## config.mk

```make
export PLATFORM = sky130hd
export DESIGN_NAME = fetch_unit
export DESIGN_NICKNAME = d
export VERILOG_FILES = /design/src/rtl/fetch_unit.sv
export SDC_FILE = /design/constraint.sdc
export NUM_CORES = 1
export LEC_CHECK = 0
export BUFFER_PORTS_ARGS = -buffer_cell sky130_fd_sc_hd__buf_4
export CORE_AREA = 2 2 132 160
export DETAILED_ROUTE_END_ITERATION = 10
export DIE_AREA = 0 0 134 162
export PLACE_DENSITY = 0.71
export SKIP_CTS_REPAIR_TIMING = 1
export SYNTH_ARGS = -nofsm -noshare
export SYNTH_HDL_FRONTEND = slang
export SYNTH_SLANG_ARGS = --single-unit
```

## constraint.sdc

```tcl
create_clock -name clk -period 15.3 [get_ports clk]
set_clock_uncertainty 0.05 [all_clocks]
set_input_delay 2.295 -clock clk [delete_from_list [all_inputs] [get_ports clk]]
set_output_delay 2.295 -clock clk [all_outputs]
set_load 0.05 [all_outputs]
```

## src/rtl/fetch_unit.sv

```systemverilog
// Instruction fetch: one outstanding imem request feeding a DEPTH-entry buffer; redirects flush it.
// A transfer in cycle N is visible at instr in N+1; decode stalls via instr_ready and fetch stops when no slot is free.
module fetch_unit #(
  parameter logic [31:0] RESET_PC       = 32'h0000_0000,
  parameter int          DEPTH          = 2,
  parameter bit          MEM_BIG_ENDIAN = 1'b1
) (
  input  logic        clk,
  input  logic        rst,
  output logic        imem_req,
  output logic [31:0] imem_addr,
  input  logic        imem_ack,
  input  logic [31:0] imem_rdata,
  input  logic        redirect_valid,
  input  logic [31:0] redirect_pc,
  output logic        instr_valid,
  output logic [31:0] instr,
  output logic [31:0] instr_pc,
  input  logic        instr_ready
);

  localparam int PW = (DEPTH > 1) ? $clog2(DEPTH) : 1;
  localparam int CW = $clog2(DEPTH + 1);
  localparam logic [CW-1:0] DEPTH_C = CW'(DEPTH);
  localparam logic [PW-1:0] LAST_PTR = PW'(DEPTH - 1);

  typedef enum logic [1:0] {
    IDLE    = 2'd0,
    WAIT    = 2'd1,
    DISCARD = 2'd2
  } state_t;

  state_t          state;
  logic [31:0]     fetch_pc;
  logic [31:0]     buf_instr [DEPTH];
  logic [31:0]     buf_pc    [DEPTH];
  logic [PW-1:0]   wr_ptr;
  logic [PW-1:0]   rd_ptr;
  logic [CW-1:0]   count;

  logic            transfer;
  logic            pop;
  logic            push;
  logic [31:0]     fetch_word;
  logic [31:0]     redirect_target;
  logic [31:0]     next_fetch_pc;
  logic [CW-1:0]   count_after_pop;
  logic [CW-1:0]   count_next;

  function automatic logic [PW-1:0] ptr_inc(input logic [PW-1:0] p);
    return (p == LAST_PTR) ? '0 : p + 1'b1;
  endfunction

  assign transfer        = imem_req & imem_ack;
  assign pop             = instr_valid & instr_ready;
  // Data landing in DISCARD, or together with a redirect, belongs to the old path.
  assign push            = transfer & (state == WAIT) & ~redirect_valid;
  assign redirect_target = {redirect_pc[31:2], 2'b00};
  assign next_fetch_pc   = fetch_pc + 32'd4;
  assign count_after_pop = count - CW'(pop);
  assign count_next      = count_after_pop + CW'(push);

  generate
    if (MEM_BIG_ENDIAN) begin : g_swap
      assign fetch_word = {imem_rdata[7:0], imem_rdata[15:8], imem_rdata[23:16], imem_rdata[31:24]};
    end else begin : g_noswap
      assign fetch_word = imem_rdata;
    end
  endgenerate

  assign instr_valid = (count != '0);
  assign instr       = buf_instr[rd_ptr];
  assign instr_pc    = buf_pc[rd_ptr];

  // Request sequencer; the in-flight request always owns one buffer slot.
  always_ff @(posedge clk or posedge rst) begin
    if (rst) begin
      state     <= IDLE;
      fetch_pc  <= RESET_PC;
      imem_req  <= 1'b0;
      imem_addr <= RESET_PC;
    end else begin
      case (state)
        IDLE: begin
          if (redirect_valid) begin
            fetch_pc <= redirect_target;
          end else if (count_after_pop < DEPTH_C) begin
            state     <= WAIT;
            imem_req  <= 1'b1;
            imem_addr <= fetch_pc;
          end
        end
        WAIT: begin
          if (transfer) begin
            if (redirect_valid) begin
              fetch_pc <= redirect_target;
              state    <= IDLE;
              imem_req <= 1'b0;
            end else begin
              fetch_pc <= next_fetch_pc;
              if (count_next < DEPTH_C) begin
                imem_addr <= next_fetch_pc;
              end else begin
                state    <= IDLE;
                imem_req <= 1'b0;
              end
            end
          end else if (redirect_valid) begin
            // Old request must still complete at its original address.
            fetch_pc <= redirect_target;
            state    <= DISCARD;
          end
        end
        DISCARD: begin
          if (redirect_valid) begin
            fetch_pc <= redirect_target;
          end
          if (transfer) begin
            state    <= IDLE;
            imem_req <= 1'b0;
          end
        end
        default: begin
          state    <= IDLE;
          imem_req <= 1'b0;
        end
      endcase
    end
  end

  // Instruction buffer: circular FIFO, flushed outright by any redirect.
  always_ff @(posedge clk or posedge rst) begin
    if (rst) begin
      wr_ptr <= '0;
      rd_ptr <= '0;
      count  <= '0;
      for (int i = 0; i < DEPTH; i++) begin
        buf_instr[i] <= '0;
        buf_pc[i]    <= '0;
      end
    end else if (redirect_valid) begin
      wr_ptr <= '0;
      rd_ptr <= '0;
      count  <= '0;
    end else begin
      if (push) begin
        buf_instr[wr_ptr] <= fetch_word;
        buf_pc[wr_ptr]    <= imem_addr;
        wr_ptr            <= ptr_inc(wr_ptr);
      end
      if (pop) begin
        rd_ptr <= ptr_inc(rd_ptr);
      end
      count <= count_next;
    end
  end

endmodule

```

==> results.json <==
{
  "finalSetupViolCount": 0,
  "gr-total-overflow": 0,
  "rr_worst_depth": 9,
  "start_util_pct": 49.68,
  "hold_path_class": "reg -> reg",
  "async_flop_share_pct": 100.0,
  "dpl.hpwl_mm": 14.25,
  "drc": 0,
  "htreeDepth": 4,
  "synth_area_leaders": "dfrtp_1 (50%), mux2_2 (22%), xor2_1 (3.3%)",
  "ys_seq_elements": 199,
  "clock_latency_ns": 0.43,
  "hold_end": "buf_instr[40]$_DFFE_PP0P_",
  "drtIter0Drc": 295,
  "rows": 57,
  "ff2ff_setup_slack_ns": 12.08,
  "postRouteAntennaNets": 0,
  "min_path_cells": 1,
  "cts-root-buf": "clkbuf_16",
  "max_slew_margin_pct": 33.39,
  "ir_drop_mv": 0.1202,
  "yosysMostFrequentCell": "dfrtp_1",
  "clkSinkCount": 199,
  "min_from": "buf_instr[40]$_DFFE_PP0P_",
  "critPathMaxFanout": 62,
  "cts.clk_slew.worst_paths_ns": 0.07,
  "pin_count": 167,
  "grt_pass1_vias": 6974,
  "placed_cell_area_sq_um": 11140,
  "r2r-end": "imem_addr[1]$_DFFE_PP0P_",
  "cts_tree": "yes",
  "rr_startpoint": "state[1]$_DFFE_PP0P_",
  "syn_avg_cell_area_sq_um": 11.77,
  "numCtsBuffers": 17,
  "power.density_nw_per_um2": 229.8,
  "synth_fp_nets": 918,
  "die-height_um": 162,
  "die_area_sq_um": 21710,
  "critical_path_arrival_ns": 5.01,
  "rsz0062_at_grt": "false",
  "synthFlopType": "dfrtp_1",
  "stdcell_area_sq_um": 11720,
  "cts_buffer_depth": 2,
  "numPortBuffers": 164,
  "crit_type": "in -> reg",
  "setup_tns_ns": 0,
  "final_cells": 1251,
  "ys_warn_count": 0,
  "leakagePower_nw": 5.367,
  "synthCells": 846,
  "routedWlPerCell_um": 17.13,
  "core-area_sq_um": 20040,
  "period_share_pct": 31.02,
  "viasPerCell": 5.418,
  "grtUsageTotal_pct": 20.52,
  "synth-edff-count": 0,
  "fillers": 1678,
  "drive_above_1_share_pct": 41.48,
  "drtPass1Iterations": 4,
  "dp.cells": 1220,
  "required_ns": 15.56,
  "synth_top_cell_area_share_pct": 50.01,
  "status": "finished clean",
  "grt_antenna_before_repair": 0,
  "fmax_ghz": 0.2107,
  "finalNetCount": 1046,
  "slew_viol_final": 0,
  "worstSetupStartpointType": "input port",
  "place_congestion": 0.8623,
  "maxCapViolations": 0,
  "hold_viol": 0,
  "fp.dieW_um": 134,
  "n_antenna_cell": 0,
  "vias": 6778,
  "yosysSeqAreaShare_pct": 50.01,
  "syn2layout_area_growth_pct": 17.69,
  "netlist_area_sq_um": 9957,
  "worst_pin_slew_ns": 0.9954,
  "grt_pass1_wl_mm": 35.67,
  "yosys.area.top_type": "dfrtp_1",
  "drt-total-wl_mm": 21.43,
  "synthTopCellsByCount": "dfrtp_1 (199), mux2_2 (191), nand2_1 (77)",
  "grt_max_degree": 125,
  "ys_types": 58,
  "endpoint_kind": "flop",
  "period_needed_ns": 4.745
}
## cell families (layout without fill, tap and decap cells)
group | Yosys count | count (layout) | share of synthesized area [%]
muxes | 196 | 196 | 22.15
buffers and inverters | 71 | 211 | 4.737
xor gates and xnor gates | 53 | 53 | 4.662
and+or+nand+nor | 194 | 194 | 10.20
adders and majority gates | 3 | 3 | 0.3770
AOI/OAI and AO/OA | 130 | 130 | 7.854
DFF | 199 | 199 | 50.01
## through the flow
stage	worst slack [ns]	util [%]	total power, mW	hold slack [ns]
after floorplan	7.529	-	1.913	0.4041
after global placement	10.13	55.58	2.238	0.4131
after detailed placement	10.12	55.58	2.265	0.4238
after CTS	10.56	58.48	2.716	0.4395
after global routing	10.33	58.48	2.841	0.4643
final	10.55	58.48	2.693	0.4339
## layout make-up
| class | instances | area [sq um] | share of cell area [%] |
|---|---|---|---|
| multi-input combinational | 576 | 4506 | 38.45 |
| clock inverter | 9 | 115.1 | 0.9823 |
| inverter | 10 | 45.04 | 0.3844 |
| tap | 265 | 331.6 | 2.829 |
| clock buffer | 22 | 464.2 | 3.961 |
| timing repair buffer | 170 | 1276 | 10.89 |
| sequential | 199 | 4981 | 42.50 |
## cell usage in the layout, fill, tap and decap left out, types with 10 or more instances in the layout
cell type / instances
a21oi_1: 23
buf_4: 170
clkbuf_16: 17
dfrtp_1: 198
mux2_2: 191
nand2_1: 77
nand3_1: 29
nand4_1: 14
nor2_1: 31
nor3_1: 10
o21ai_0: 46
o21ai_1: 13
o22ai_1: 12
xnor2_1: 16
xor2_1: 37
## critical path: stages
cell,delay (ns)
buf_4,0.30
and3b_1,0.33
nand2_4,0.30
inv_1,0.22
ha_1,0.30
nand2_1,0.11
nor3_1,0.08
o31ai_4,0.18
buf_4,0.49
mux2_2,0.39
## routing by layer
metal  GRT usage (%)  routed length, um
met1           26.98               9462
met2           35.01              10610
met3           2.653                917
met4           7.205                433
met5               0                  0
## flip-flops by register name, summed over array words and instances (netlist names)
| signal | flops |
|---|---|
| state | 2 |
| count | 2 |
| wr_ptr | 1 |
| buf_instr | 64 |
| rd_ptr | 1 |
| buf_pc | 64 |
| imem_req | 1 |
| imem_addr | 32 |
| fetch_pc | 32 |
## where the power goes
group          total, mW  internal [mW]  switching (mW)  leakage [nW]
logic               1.34          0.493           0.846          2.55
clock network      0.447          0.251           0.196         0.278
registers          0.907          0.728           0.179          2.54
## worst max-delay path by stage
stage	from	end	slack [ns]	depth (start not counted)
after floorplan	rst	buf_instr[0]$_DFFE_PP0P_	7.53	1
after global placement	redirect_valid	imem_addr[1]$_DFFE_PP0P_	10.13	10
after detailed placement	redirect_valid	imem_addr[1]$_DFFE_PP0P_	10.12	10
after CTS	redirect_valid	imem_addr[0]$_DFFE_PP0P_	10.56	10
after global routing	redirect_valid	imem_addr[0]$_DFFE_PP0P_	10.33	10
final	redirect_valid	imem_addr[1]$_DFFE_PP0P_	10.55	10
Note: power is estimated with default switching activity, not from simulation.
